==> src/rtl/fir_pkg.sv <==
// fir_pkg: width helpers shared by the decimating and interpolating FIR stages
package fir_pkg;
    function automatic int acc_width(input int dw, input int cw, input int nt);
        return dw + cw + $clog2(nt);
    endfunction
    function automatic int phase_width(input int m);
        return (m > 1) ? $clog2(m) : 1;
    endfunction
endpackage

==> src/rtl/fir_sat_narrow.sv <==
// fir_sat_narrow: arithmetic shift then narrow to DATA_WIDTH, clamping when FIR_DECIM_SAT_EN is defined, wrapping otherwise
module fir_sat_narrow #(
    parameter int ACC_WIDTH  = 16,
    parameter int DATA_WIDTH = 5,
    parameter int SHIFT      = 4
) (
    input  logic signed [ACC_WIDTH-1:0]  acc,
    output logic signed [DATA_WIDTH-1:0] y
);
`ifdef FIR_DECIM_SAT_EN
    localparam logic signed [ACC_WIDTH-1:0] MAXV = {{(ACC_WIDTH-DATA_WIDTH+1){1'b0}}, {(DATA_WIDTH-1){1'b1}}};
    localparam logic signed [ACC_WIDTH-1:0] MINV = {{(ACC_WIDTH-DATA_WIDTH+1){1'b1}}, {(DATA_WIDTH-1){1'b0}}};
    logic signed [ACC_WIDTH-1:0] sh;
    always_comb begin
        sh = acc >>> SHIFT;
        y  = (sh > MAXV) ? MAXV[DATA_WIDTH-1:0] : (sh < MINV) ? MINV[DATA_WIDTH-1:0] : sh[DATA_WIDTH-1:0];
    end
`else
    always_comb y = DATA_WIDTH'(acc >>> SHIFT);
`endif
endmodule

==> src/rtl/fir_decim_nom.sv <==
// fir_decim_nom: direct-form decimating FIR, one output per DECIM_FACTOR accepted samples.
// Output narrowing saturates when FIR_DECIM_SAT_EN is defined, wraps otherwise.
module fir_decim_nom
    import fir_pkg::*;
#(
    parameter int DATA_WIDTH      = 5,
    parameter int TAP_COEFF_WIDTH = 5,
    parameter int NUM_TAPS        = 50,
    parameter int DECIM_FACTOR    = 2
) (
    input  logic                              clk,
    input  logic                              rst,
    input  logic signed [DATA_WIDTH-1:0]      in,
    input  logic                              in_valid,
    input  logic signed [TAP_COEFF_WIDTH-1:0] tap_coeffs [NUM_TAPS],
    output logic signed [DATA_WIDTH-1:0]      out,
    output logic                              out_valid
);
    localparam int ACC_WIDTH = acc_width(DATA_WIDTH, TAP_COEFF_WIDTH, NUM_TAPS);
    localparam int PW        = phase_width(DECIM_FACTOR);
    localparam logic [PW-1:0] LAST_PH = PW'(DECIM_FACTOR - 1);

    typedef logic signed [DATA_WIDTH-1:0] sample_t;
    typedef logic signed [ACC_WIDTH-1:0]  acc_t;

    sample_t         x [NUM_TAPS];
    logic [PW-1:0]   phase;
    logic            cmp_pend;
    logic            acc_vld;
    acc_t            acc;
    acc_t            sum;
    sample_t         y;

    always_comb begin
        sum = '0;
        for (int k = 0; k < NUM_TAPS; k++)
            sum = sum + acc_t'(x[k]) * acc_t'(tap_coeffs[k]);
    end

    fir_sat_narrow #(
        .ACC_WIDTH (ACC_WIDTH),
        .DATA_WIDTH(DATA_WIDTH),
        .SHIFT     (TAP_COEFF_WIDTH - 1)
    ) u_narrow (
        .acc(acc),
        .y  (y)
    );

    // cmp_pend marks that the delay line now holds a decimating sample; the sum is taken one edge later
    always_ff @(posedge clk) begin
        if (rst) begin
            for (int k = 0; k < NUM_TAPS; k++) x[k] <= '0;
            phase     <= '0;
            cmp_pend  <= 1'b0;
            acc_vld   <= 1'b0;
            acc       <= '0;
            out       <= '0;
            out_valid <= 1'b0;
        end else begin
            if (in_valid) begin
                x[0] <= in;
                for (int k = 1; k < NUM_TAPS; k++) x[k] <= x[k-1];
                phase <= (phase == LAST_PH) ? '0 : phase + 1'b1;
            end
            cmp_pend  <= in_valid && (phase == LAST_PH);
            acc_vld   <= cmp_pend;
            if (cmp_pend) acc <= sum;
            out_valid <= acc_vld;
            if (acc_vld) out <= y;
        end
    end
endmodule
==> config.mk <==
export PLATFORM = sky130hd
export DESIGN_NAME = fir_decim_nom
export DESIGN_NICKNAME = d
export VERILOG_FILES = /design/src/rtl/fir_pkg.sv /design/src/rtl/fir_sat_narrow.sv /design/src/rtl/fir_decim_nom.sv
export SDC_FILE = /design/constraint.sdc
export NUM_CORES = 2
export LEC_CHECK = 0
export BUFFER_PORTS_ARGS = -buffer_cell sky130_fd_sc_hd__buf_2
export CORE_MARGIN = 1
export CORE_UTILIZATION = 45
export CTS_CLUSTER_SIZE = 20
export DETAILED_ROUTE_END_ITERATION = 16
export GPL_ROUTABILITY_DRIVEN = 0
export PLACE_DENSITY = 0.61
export REMOVE_ABC_BUFFERS = 1
export SYNTH_ARGS = -nofsm -noshare
export SYNTH_HDL_FRONTEND = slang
export SYNTH_SLANG_ARGS = --single-unit
export TNS_END_PERCENT = 100
==> constraint.sdc <==
create_clock -name clk -period 18.7 [get_ports clk]
set_clock_uncertainty 0.2 [all_clocks]
set_input_delay 1.87 -clock clk [delete_from_list [all_inputs] [get_ports clk]]
set_output_delay 1.87 -clock clk [all_outputs]
set_load 0.01 [all_outputs]
[Word-level counts from Yosys, hierarchy flattened]
Memory sizes are Yosys's and may differ from the RTL's.
Cells that the tools add are included.
Word-level totals
  flip-flop bits (word level): 18
  RAM bits: 250
  output and inout port bits: 6
  word-level logic and storage cells: 214
  memories: 1
  input bits: 258
Memory list
  x: words 50, bits a word 5, rd ports 50, clocked after memory_dff 0, wr ports 50, RTL line fir_decim_nom.sv:26  | sample_t x [NUM_TAPS];
Operators by class
  add/sub/neg operators: 50
  reduce and logical (&&, ||, !) cells: 1
  bitwise gates (word level): 50
  multiply operators: 50
  multiplexer cells: 56
Operator list (number)
  multiplier 5 x 5 -> 9 bit: 50
  adder 9 bit: 49
  2-to-1 mux 5 bit: 50
  OR 1 bit: 50
  2-to-1 mux 1 bit: 6
  adder 1 bit, second input constant: 1
  logical AND 1 bit: 1

[Logic depth before layout (Yosys ltp)]
  depth in word-level cells: 50
  mapped depth: 33
  depth with buffers taken out: 33

[By module]
Synthesis repeated with hierarchy kept, for this count alone.
Unflattened totals
  cell total of the unflattened synthesis: 6919
  area, all modules: 73131.4 µm²
By module, submodules not included
  fir_decim_nom: instances 1, area each 73093.9 µm², cells each 6914, seq. area each 8007.7 µm²
  fir_sat_narrow: instances 1, area each 37.5 µm², cells each 5, seq. area each 0.0 µm²

[Worst setup path after synthesis]
No wires, ideal clock.
  path type: input -> register
  from: in tap_coeffs[48] (netlist bit)
  to: reg acc[8]
  setup slack: 8.093 ns
  required time: 18.421 ns
  library setup time: 0.079 ns
  stages on the path: 30
  arrival time: 10.328 ns
  buffers on the path: 0
  cells stage by stage: and2_1 > fa_1 > inv_1 > fa_1 > inv_1 > fa_1 > fa_1 > inv_1 > fa_1 > inv_1 > fa_1 > fa_1 > inv_1 > fa_1 > inv_1 > fa_1 > fa_1 > fa_1 > fa_1 > inv_1 > fa_1 > inv_1 > ha_1 > inv_1 > o21bai_1 > a21oi_1 > o21bai_1 > a21oi_1 > xnor3_1 > a211oi_2
Between the ends
  cells in the longest elaborated chain, start to end: 11
RTL lines
  from (decl): RTL line fir_decim_nom.sv:15  | input logic signed [TAP_COEFF_WIDTH-1:0] tap_coeffs [NUM_TAPS],
  multiplier 5 x 5 -> 9 bit: RTL line fir_decim_nom.sv:37  | sum = sum + acc_t'(x[k]) * acc_t'(tap_coeffs[k]);
  adder 9 bit (10 in a row): RTL line fir_decim_nom.sv:37
  to (signal assigned): RTL line fir_decim_nom.sv:67  | if (cmp_pend) acc <= sum;
  to (decl): RTL line fir_decim_nom.sv:30  | acc_t acc;
No other way between the ends.
A chain may end at the register's enable or synchronous reset.

[Final worst setup path]
  from: in tap_coeffs[70] (netlist bit)
  to: reg acc[8]
Between the ends
  cells in the longest elaborated chain, start to end: 16
RTL lines (RTL line)
  multiplier 5 x 5 -> 9 bit: fir_decim_nom.sv:37
  adder 9 bit (15 in a row): fir_decim_nom.sv:37
No other way between the ends.

==> flow_results.xml <==
<?xml version="1.0" encoding="UTF-8"?>
<metrics>
  <group name="timing">
    <metric name="maxSlewViolCount" unit="">0</metric>
    <metric name="relSlewSlack" unit="%">34.7</metric>
    <metric name="final-hold-violation-count" unit="">0</metric>
    <metric name="setup-violations-final" unit="">0</metric>
    <metric name="period_utilization_post_route" unit="%">58.9</metric>
    <metric name="fmax" unit="GHz">0.0908</metric>
    <metric name="fin_tns_setup" unit="ns">0</metric>
    <metric name="period_minus_slack" unit="ns">11.01</metric>
    <metric name="fin_hold_ws" unit="ns">0.285</metric>
    <metric name="rsz0062_at_grt" unit="">no</metric>
    <metric name="worst_pin_slew" unit="ns">0.979</metric>
  </group>
  <group name="setup_path">
    <metric name="cp.arrival" unit="ns">11.35</metric>
    <metric name="critical-path-max-stage-delay" unit="ns">0.67</metric>
    <metric name="worst-setup-path-type" unit="">input port to flip-flop</metric>
    <metric name="worstSetupEndpointType" unit="">flip-flop</metric>
    <metric name="worst_path_most_repeated_cell" unit="">sky130_fd_sc_hd__fa_1</metric>
    <metric name="worstSetupStartpointType" unit="">input port</metric>
    <metric name="crit_fanout" unit="">5</metric>
    <metric name="worst_path_required" unit="ns">19.04</metric>
    <metric name="reg2reg_setup_slack" unit="ns">8.55</metric>
    <metric name="cell_at_the_slowest_stage_of_the_critical_path" unit="">sky130_fd_sc_hd__fa_1</metric>
  </group>
  <group name="cts">
    <metric name="htreeDepth" unit="">2</metric>
    <metric name="tritoncts.num_buffers" unit="">39</metric>
    <metric name="clock_sinks" unit="">264</metric>
    <metric name="cts_tree" unit="">yes</metric>
    <metric name="worst_skew_pair.late_latency" unit="ns">0.62</metric>
    <metric name="holdBufCountCts" unit="">0</metric>
    <metric name="cts.reportedPaths.clkPinSlew" unit="ns">0.06</metric>
    <metric name="clock_tree_buffer_depth" unit="">3</metric>
    <metric name="cts_resized" unit="">0</metric>
    <metric name="root_buf_cell" unit="">sky130_fd_sc_hd__clkbuf_16</metric>
    <metric name="cts_setup_buffers" unit="">0</metric>
  </group>
  <group name="synthesis">
    <metric name="main_combinational_cell_family_by_area_after_synthesis" unit="">adder cells</metric>
    <metric name="synth.avg_cell_area" unit="um^2">10.6</metric>
    <metric name="synth_compound_gate_area_share" unit="%">0.320</metric>
    <metric name="post-synth-top-area-fraction" unit="%">48.2</metric>
    <metric name="synth_adder_area_share" unit="%">55.9</metric>
    <metric name="seq_area_frac_synth" unit="%">13.1</metric>
    <metric name="ys_types" unit="">30</metric>
    <metric name="synth.area.mux_share" unit="%">0.523</metric>
    <metric name="post_synth_and_or_nand_nor_area_fraction" unit="%">14.2</metric>
    <metric name="synth.cell_area" unit="um^2">59300</metric>
    <metric name="synth.ff_latch_count" unit="">264</metric>
    <metric name="synth.top_cells.by_area" unit="">sky130_fd_sc_hd__fa_1, sky130_fd_sc_hd__edfxtp_1, sky130_fd_sc_hd__inv_1</metric>
    <metric name="yosys_warnings" unit="">0</metric>
    <metric name="most_area_hungry_cell_type_in_the_yosys_netlist" unit="">sky130_fd_sc_hd__fa_1</metric>
    <metric name="synthXorXnorAreaFrac" unit="%">5.88</metric>
    <metric name="netlist_instances" unit="">5614</metric>
  </group>
  <group name="global_route">
    <metric name="grt_antenna_before_repair" unit="">40</metric>
    <metric name="gr-usage-all-layers" unit="%">27.4</metric>
    <metric name="grt_first_pass_wirelength" unit="um">267000</metric>
    <metric name="first_global_vias" unit="">42400</metric>
    <metric name="grt_overflow_total" unit="">0</metric>
    <metric name="grt_start_max_net_pins" unit="">71</metric>
  </group>
  <group name="cells_and_area">
    <metric name="post_route_design_area" unit="um^2">64000</metric>
    <metric name="drive_gt1_share" unit="%">5.87</metric>
    <metric name="most-common-layout-cells" unit="">sky130_fd_sc_hd__inv_1, sky130_fd_sc_hd__fa_1, sky130_fd_sc_hd__and2_1, sky130_fd_sc_hd__nand2_1, sky130_fd_sc_hd__ha_1</metric>
    <metric name="area_delta_synth_final" unit="%">7.81</metric>
    <metric name="final-instance-count-excl-fill" unit="">7669</metric>
    <metric name="final_common_cell" unit="">sky130_fd_sc_hd__inv_1</metric>
    <metric name="nets" unit="">7935</metric>
  </group>
  <group name="detailed_routing">
    <metric name="routed_via_density" unit="">4.89</metric>
    <metric name="wl" unit="um">173000</metric>
    <metric name="detail_route.wl_per_cell" unit="um">22.5</metric>
    <metric name="initialDrtViolationCount" unit="">2326</metric>
    <metric name="detail_route.first_pass.iterations" unit="">5</metric>
    <metric name="drcViolationCount" unit="">0</metric>
    <metric name="vias" unit="">37500</metric>
    <metric name="postRouteAntennaNets" unit="">0</metric>
  </group>
  <group name="placed_design">
    <metric name="dp.final_hpwl" unit="um">153000</metric>
    <metric name="placed_area" unit="um^2">62800</metric>
    <metric name="post-place-cells" unit="">7587</metric>
    <metric name="io_buffer_count" unit="">263</metric>
  </group>
  <group name="floorplan">
    <metric name="initial_core_util" unit="%">45.6</metric>
    <metric name="total_i_o_pin_count" unit="">264</metric>
    <metric name="die-area" unit="um^2">133000</metric>
    <metric name="die_y" unit="um">365</metric>
    <metric name="rows" unit="">132</metric>
    <metric name="fp.dieW" unit="um">365</metric>
    <metric name="placeableCoreArea" unit="um^2">130000</metric>
  </group>
  <group name="run">
    <metric name="maxCapViolCount" unit="">0</metric>
  </group>
  <group name="outcome">
    <metric name="run_status" unit="">finished, final reports clean</metric>
  </group>
  <group name="worst_hold_path">
    <metric name="min_path_type" unit="">flip-flop to flip-flop</metric>
  </group>
</metrics>
[cell type report]
type / instances / area, um^2
clock buffers: 48 / 1030
fillers: 12100 / 66200
flip-flops and latches: 264 / 7790
well taps: 1742 / 2180
diodes: 13 / 32.5
repair buffers: 270 / 1370
inverters: 1557 / 5840
clock inverters: 21 / 168
multi-input cells: 3754 / 45600
[flip-flops by register name, indices dropped and copies added (netlist names)]
signal and flops:
acc 5, x 250, out_valid 1, phase 1
out 5, acc_vld 1, cmp_pend 1
[stage by stage]
step | setup slack, ns | utilization, %
after floorplan | 8.09 | -
after CTS | 7.78 | 49.1
after global routing | 7.52 | 49.2
final | 7.69 | 49.2
after global placement | 7.16 | 48.2
after detailed placement | 7.12 | 48.2
[logic make-up after synthesis]
| family | after synthesis |
|---|---|
| and+or+nand+nor | 1515 |
| muxes | 31 |
| DFF | 264 |
| AOI/OAI and AO/OA | 34 |
| xor gates and xnor gates | 382 |
| buffers and inverters | 1596 |
| adders and majority gates | 1792 |
[routing by layer]
layer  share of wire, %  global-route usage, %  vias up
li1                   -                      -    16500
met1                 41                   36.7    19700
met2                 49                   45.3     1039
met3                6.7                   5.05      245
met4                3.4                   8.14       36
met5               0.13                      0        -
[synthesized netlist by cell type (all sizes together)]
cell type and instances:
a211oi 1, a21o 1, a21oi 22, and2 805, clkbuf 39, dfxtp 14, edfxtp 250, fa 1429
ha 362, inv 1557, maj3 1, mux2i 31, nand2 381, nand2b 103, nor2 43, nor2b 175
nor4b 1, o211ai 1, o21a 1, o21ai 6, o21bai 2, or2 6, or2b 1, xnor2 323
xnor3 10, xor2 49
[critical path: cells and delay by family]
family | cells | cell delay [ns]
adder cells (fa/ha/maj) | 13 | 6.90
XOR/XNOR | 7 | 1.42
buffers and inverters | 7 | 0.53
AND/OR/NAND/NOR | 1 | 0.42
AO/OA/AOI/OAI | 1 | 0.21
[path summary, 6_finish.rpt]
kind,start,endpoint,cells after the start
max,tap_coeffs[70],acc[8],29
min,phase,cmp_pend,1
max reg2reg,x[0][179],acc[8],28
min reg2reg,phase,cmp_pend,1
Power is not shown: default switching activity piles up to over one toggle a cycle in this logic, so the estimate is an artifact.
